$ cat src/rtl/alu_share_arbiter.sv
// Shares one EX-stage ALU between the main pipeline (port 0) and the aux path (port 1),
// registering each result into a one-entry valid/ready slot. Optional macro: ALU_ARB_STARVE_EN.
module alu_share_arbiter #(
  parameter int DATA_W   = 32,
  parameter int MAX_WAIT = 4
) (
  input  logic              clk,
  input  logic              rst_n,
  input  logic              req0_valid,
  output logic              req0_ready,
  input  logic [4:0]        req0_opcode,
  input  logic [2:0]        req0_func3,
  input  logic              req0_func7,
  input  logic [DATA_W-1:0] req0_op1,
  input  logic [DATA_W-1:0] req0_op2,
  input  logic              req1_valid,
  output logic              req1_ready,
  input  logic [4:0]        req1_opcode,
  input  logic [2:0]        req1_func3,
  input  logic              req1_func7,
  input  logic [DATA_W-1:0] req1_op1,
  input  logic [DATA_W-1:0] req1_op2,
  output logic [4:0]        alu_opcode,
  output logic [2:0]        alu_func3,
  output logic              alu_func7,
  output logic [DATA_W-1:0] alu_op1,
  output logic [DATA_W-1:0] alu_op2,
  input  logic [DATA_W-1:0] alu_out,
  input  logic              alu_branch_taken,
  output logic              rsp_valid,
  output logic              rsp_id,
  output logic [DATA_W-1:0] rsp_data,
  output logic              rsp_taken,
  input  logic              rsp_ready0,
  input  logic              rsp_ready1
);

  typedef enum logic {EMPTY = 1'b0, FULL = 1'b1} state_t;

  state_t              state_q, state_d;
  logic                rsp_id_q, rsp_id_d;
  logic [DATA_W-1:0]   rsp_data_q, rsp_data_d;
  logic                rsp_taken_q, rsp_taken_d;
  logic                owner_ready, slot_free, grant1, hs0, hs1;

  if (MAX_WAIT < 1 || MAX_WAIT > 15) begin : g_bad_max_wait
    $error("alu_share_arbiter: MAX_WAIT must be in 1..15");
  end

  // Only the owning requester's ready can drain the slot.
  assign owner_ready = rsp_id_q ? rsp_ready1 : rsp_ready0;
  assign slot_free   = (state_q == EMPTY) || owner_ready;

`ifdef ALU_ARB_STARVE_EN
  logic [3:0] wait_cnt_q, wait_cnt_d;

  always_comb begin
    wait_cnt_d = wait_cnt_q;
    if (!req1_valid || hs1) begin
      wait_cnt_d = 4'd0;
    end else if (wait_cnt_q != 4'(MAX_WAIT)) begin
      wait_cnt_d = wait_cnt_q + 4'd1;
    end
  end

  always_ff @(posedge clk or negedge rst_n) begin
    if (!rst_n) begin
      wait_cnt_q <= 4'd0;
    end else begin
      wait_cnt_q <= wait_cnt_d;
    end
  end

  assign grant1 = req1_valid && (!req0_valid || (wait_cnt_q == 4'(MAX_WAIT)));
`else
  assign grant1 = req1_valid && !req0_valid;
`endif

  assign hs0        = req0_valid && slot_free && !grant1;
  assign hs1        = grant1 && slot_free;
  assign req0_ready = hs0;
  assign req1_ready = hs1;

  // Idle bus is driven to zero so the ALU sees no stale operands.
  always_comb begin
    alu_opcode = 5'd0;
    alu_func3  = 3'd0;
    alu_func7  = 1'b0;
    alu_op1    = '0;
    alu_op2    = '0;
    if (grant1) begin
      alu_opcode = req1_opcode;
      alu_func3  = req1_func3;
      alu_func7  = req1_func7;
      alu_op1    = req1_op1;
      alu_op2    = req1_op2;
    end else if (req0_valid) begin
      alu_opcode = req0_opcode;
      alu_func3  = req0_func3;
      alu_func7  = req0_func7;
      alu_op1    = req0_op1;
      alu_op2    = req0_op2;
    end
  end

  always_comb begin
    state_d     = state_q;
    rsp_id_d    = rsp_id_q;
    rsp_data_d  = rsp_data_q;
    rsp_taken_d = rsp_taken_q;
    if (hs0 || hs1) begin
      state_d     = FULL;
      rsp_id_d    = hs1;
      rsp_data_d  = alu_out;
      rsp_taken_d = alu_branch_taken;
    end else if (state_q == FULL && owner_ready) begin
      state_d = EMPTY;
    end
  end

  always_ff @(posedge clk or negedge rst_n) begin
    if (!rst_n) begin
      state_q     <= EMPTY;
      rsp_id_q    <= 1'b0;
      rsp_data_q  <= '0;
      rsp_taken_q <= 1'b0;
    end else begin
      state_q     <= state_d;
      rsp_id_q    <= rsp_id_d;
      rsp_data_q  <= rsp_data_d;
      rsp_taken_q <= rsp_taken_d;
    end
  end

  assign rsp_valid = (state_q == FULL);
  assign rsp_id    = rsp_id_q;
  assign rsp_data  = rsp_data_q;
  assign rsp_taken = rsp_taken_q;

endmodule
$ cat config.mk
export PLATFORM = sky130hd
export DESIGN_NAME = alu_share_arbiter
export DESIGN_NICKNAME = d
export VERILOG_FILES = /design/src/rtl/alu_share_arbiter.sv
export SDC_FILE = /design/constraint.sdc
export NUM_CORES = 1
export LEC_CHECK = 0
export BUFFER_PORTS_ARGS = -buffer_cell sky130_fd_sc_hd__buf_2
export CORE_AREA = 2 2 115 117
export DETAILED_ROUTE_END_ITERATION = 6
export DIE_AREA = 0 0 117 119
export PLACE_DENSITY = 0.58
export SLEW_MARGIN = 0
export SYNTH_ARGS = -nofsm -noshare
export SYNTH_HDL_FRONTEND = slang
export SYNTH_SLANG_ARGS = --single-unit
$ cat constraint.sdc
create_clock -name clk -period 2.7 [get_ports clk]
set_input_delay 0.27 -clock clk [delete_from_list [all_inputs] [get_ports clk]]
set_output_delay 0.27 -clock clk [all_outputs]
set_load 0.01 [all_outputs]
Yosys cells after proc, flatten, opt, wreduce, memory -nomap -nowiden --
Index checks and enable logic that the tools add are counted.
Storage, ports and cells: register bits 35, bits in latches 0, memory bits (writable) 0, memory bits (read-only) 0, bits of input ports 185, output and inout port bits 110, logic and storage cells 28, memories 0
Operators by class: add/sub/neg operators 0, multiply operators 0, div/mod/pow operators 0, order comparisons 0, equality and inequality tests 0, shift-type cells 0, muxes and demuxes 13, bitwise gates (word level) 1, reductions and logical operators 10
Operator list (number):
- $mux W32 | 4
- $mux W5 | 2
- $mux W3 | 2
- $logic_and A1 B1 Y1 | 5
- $mux W1 | 5
- $logic_not A1 Y1 | 2
- $logic_or A1 B1 Y1 | 2
- $reduce_bool A2 Y1 | 1
- $not A1 Y1 | 1

Depth between registers and ports, before layout --
word-level depth 6, gate-level depth with buffers 5, depth with buffers taken out 3

Worst setup path after synthesis --
No wires, ideal clock.
path type register to register, start register rsp_id_q, in the netlist rsp_id, end register rsp_data_q[0], in the netlist rsp_data[0], setup time 0.125 ns, arrival 1.361 ns, required time 2.575 ns, path slack 1.214 ns, stages on the path, launching flop included 5, buffers on the path 1, clock period less this slack 1.486 ns, cell sequence dfrtp_1 -> mux2i_1 -> a21oi_4 -> buf_6 -> mux2_4
Between the ends: word-level cells in the longest chain between the ends 5, elaborated cells between the ends (all ways) 6, classes of those cells mux: 1; reduce/logical: 5
Ends and longest elaborated chain:
- from (decl) | RTL line 41 | logic rsp_id_q, rsp_id_d;
- from (signal assigned) | RTL line 129 | rsp_id_q <= rsp_id_d;
- $mux W1 (*) | RTL line 51 | assign owner_ready = rsp_id_q ? rsp_ready1 : rsp_ready0;
- $logic_or A1 B1 Y1 (*) | RTL line 52 | assign slot_free = (state_q == EMPTY) || owner_ready;
- $logic_and A1 B1 Y1 (2 in series) | RTL line 79 | assign hs0 = req0_valid && slot_free && !grant1;
- $logic_or A1 B1 Y1 (*) | RTL line 111 | if (hs0 || hs1) begin
- to (signal assigned) | RTL line 130 | rsp_data_q <= rsp_data_d;
- to (decl) | RTL line 42 | logic [DATA_W-1:0] rsp_data_q, rsp_data_d;
Mark *: on every way between the ends. The rest lies on a longest branch, timed or not. A chain may end at the register's enable or synchronous reset.

Worst setup path after layout --
start register rsp_id_q, in the netlist rsp_id, end output port req1_ready
Between the ends: word-level cells in the longest chain between the ends 3
Ends and longest elaborated chain:
- $mux W1 | RTL line 51
- $logic_or A1 B1 Y1 | RTL line 52
- $logic_and A1 B1 Y1 | RTL line 80 | assign hs1 = grant1 && slot_free;
- to (decl) | RTL line 17 | output logic req1_ready,
No other way between the ends.

==> metrics.txt <==
outcome complete, no violations; placed cell count 774; asr flop ratio synth 100%; worst slew pin tran 0.776 ns; Die X 117 um; most common cell in the netlist nand2_1; Initial Utilization 19.3%; final worst slack 0.895 ns; Cells after Synth 326; Routed WL per cell 12.1 um; DR iter-0 viols 130; Simple-Gate Fraction of Synth Area 23.0%; Final #Nets 790; Max Freq 0.554 GHz; R2R Path End rsp_data[22]; Hold WS 0.0713 ns; Synth Register Bits 35; vias in the first global route 2689; share of cells above drive strength 1 56.3%; Synth top area share 35.3%; setup TNS 0 ns; Post-DRT Antenna Nets 0; sequential share of the synthesized area 35.3%; Core ar. 12900 um^2; Design Area, Final 4280 um^2; Tightest Hold Check Type in -> async; Peak supply drop 0.000270 V; post-synthesis adder-cell area fraction 0%; critical path endpoint category primary output; critical path launch point type flip-flop; largest net degree at the start of global routing 95; Lkg Pwr 2.43 nW; DRC Markers 0; Die Area 13900 um^2; slowest cell on the critical path mux2i_1; largest family of logic cells by synthesized area simple AND/OR/NAND/NOR gates; multiplexer area fraction after synthesis 19.9%; Avg Cell Area, Syn 7.61 um^2; fin util 33.2%; # IOs 295; XOR/XNOR Fraction of Synth Area 0%; drt pass-1 iters 4; CP peak stage delay 0.42 ns; Reg clk slew, reported paths 0.05 ns; CTS max path bufs 2; Distinct cells, synth 18; # clock sinks 35; hold-fix buffers at CTS 0; CP max FO 3; fin crit share 66.9%; CP startpoint rsp_id; final hold vios 0; total global-route track usage 11.9%; fin cells 782; row cnt 42; Clock H-tree levels 2; min Tclk post-route 1.81 ns; Main synth FF type dfrtp_1; power per cell area 484 nW/um^2; HPWL after DPL 7510 um; die span in y 119 um; final WL 9490 um; Worst EP arrival 1.54 ns; clk_lat worst skew 0.27 ns; Worst R2R Start rsp_id; RSZ-0062 raised after global routing no; total power 2.07 mW; Final setup viols 0; postcts setup bufs 0; Syn-to-layout area delta 72.4%; initial antenna violation count 0; Slew Viols, Final 0; Final Skew 0.00378 ns; Synth area leader dfrtp_1; RePlAce Congestion 0.738; gr ovfl total 0; vias 3159; CP Cell Sequence mux2i_1 -> nand2_1 -> and3_1 -> buf_2; port bufs 294; first-pass GRT wire length 13200 um; TritonCTS buffer count 5; Synthesis Warnings 0; post-cts gate resize count 0; max cap viols 0; synth cell count leaders nand2_1 (148), o21ai_0 (74), dfrtp_1 (35); CP Class reg -> out; vias per cell 4.04; largest cells by area after synthesis dfrtp_1 (35%), nand2_1 (22%), mux2_4 (18%); Post-Syn Area 2480 um^2; DP Worst Slack 0.812 ns; Worst R2R Setup Slack 1.11 ns; CTS tree yes; Post-synth EDFFs 0; WP data required 2.43 ns; Antenna diodes 0; worst r2r path cells 4; placed instance area 4120 um^2; slew margin rel. 48.2%; Clock Tree Root clkbuf_16; Compound-Gate Fraction of Synth Area 16.2%; Mapped Nets 511
## routing by layer
layer	global-route usage [%]	wire length [um]	vias up
li1	-	-	1624
met1	15.2	3940	1373
met2	20.7	4690	156
met3	2.19	776	6
met4	2.72	83	0
met5	0	0	-
## report_power, final
part           switching, mW  leakage [nW]  internal (mW)
clock                  0.213        0.0761          0.392
sequential            0.0588         0.407          0.626
combinational          0.366          1.95          0.416
total                  0.637          2.43           1.43
## registers in the layout, summed over array words and instances, names as in the netlist
signal and flops:
rsp_valid 1, rsp_taken 1, rsp_data 32, rsp_id 1
## kinds of logic (layout without fill, tap and decap cells)
family          after synthesis  in the layout
simple gates                151            151
flops                        35             35
buf+inv                      29            309
compound gates               77             77
mux                          34             34
## final cells by class
cell class                 instances  area, um^2
inverter                           2        7.51
clock buffer                       7         153
timing repair buffer             299        1550
fill                            1386        8590
sequential                        35         876
multi-input combinational        262        1470
tap                              176         220
clock inverter                     1        7.51
## cells in the final DEF, fill, tap and decap left out
cell,netlist,final
a21oi_4,1,1
dfrtp_1,35,35
and3_1,1,1
o21ai_0,74,74
clkbuf_16,0,5
nand2b_1,1,1
clkinvlp_4,0,1
mux2_2,3,3
a21oi_1,1,1
a32o_1,1,1
inv_1,2,2
mux2_4,30,30
nand2_1,148,148
mux2i_1,1,1
clkbuf_8,0,2
buf_4,1,3
nor2_1,1,1
buf_12,0,3
buf_2,3,293
## how the worst max path moves through the flow
stage             endpoint  slack [ns]  depth (start not counted)
6_report        req1_ready        0.89                          4
5_1_grt         req1_ready        0.79                          4
4_1_cts         req1_ready        0.88                          4
3_3_place_gp   rsp_data[9]        0.81                          5
2_1_floorplan  rsp_data[0]        1.21                          4
3_5_place_dp   rsp_data[9]        0.81                          5
## critical path, delay by kind of cell, from the launching register on
kind | cells | cell delay, ns
buffers and inverters | 1 | 0.14
flip-flops | 1 | 0.39
multiplexers | 1 | 0.42
AND/OR/NAND/NOR | 2 | 0.32
Note: power is estimated with default switching activity, not from simulation.
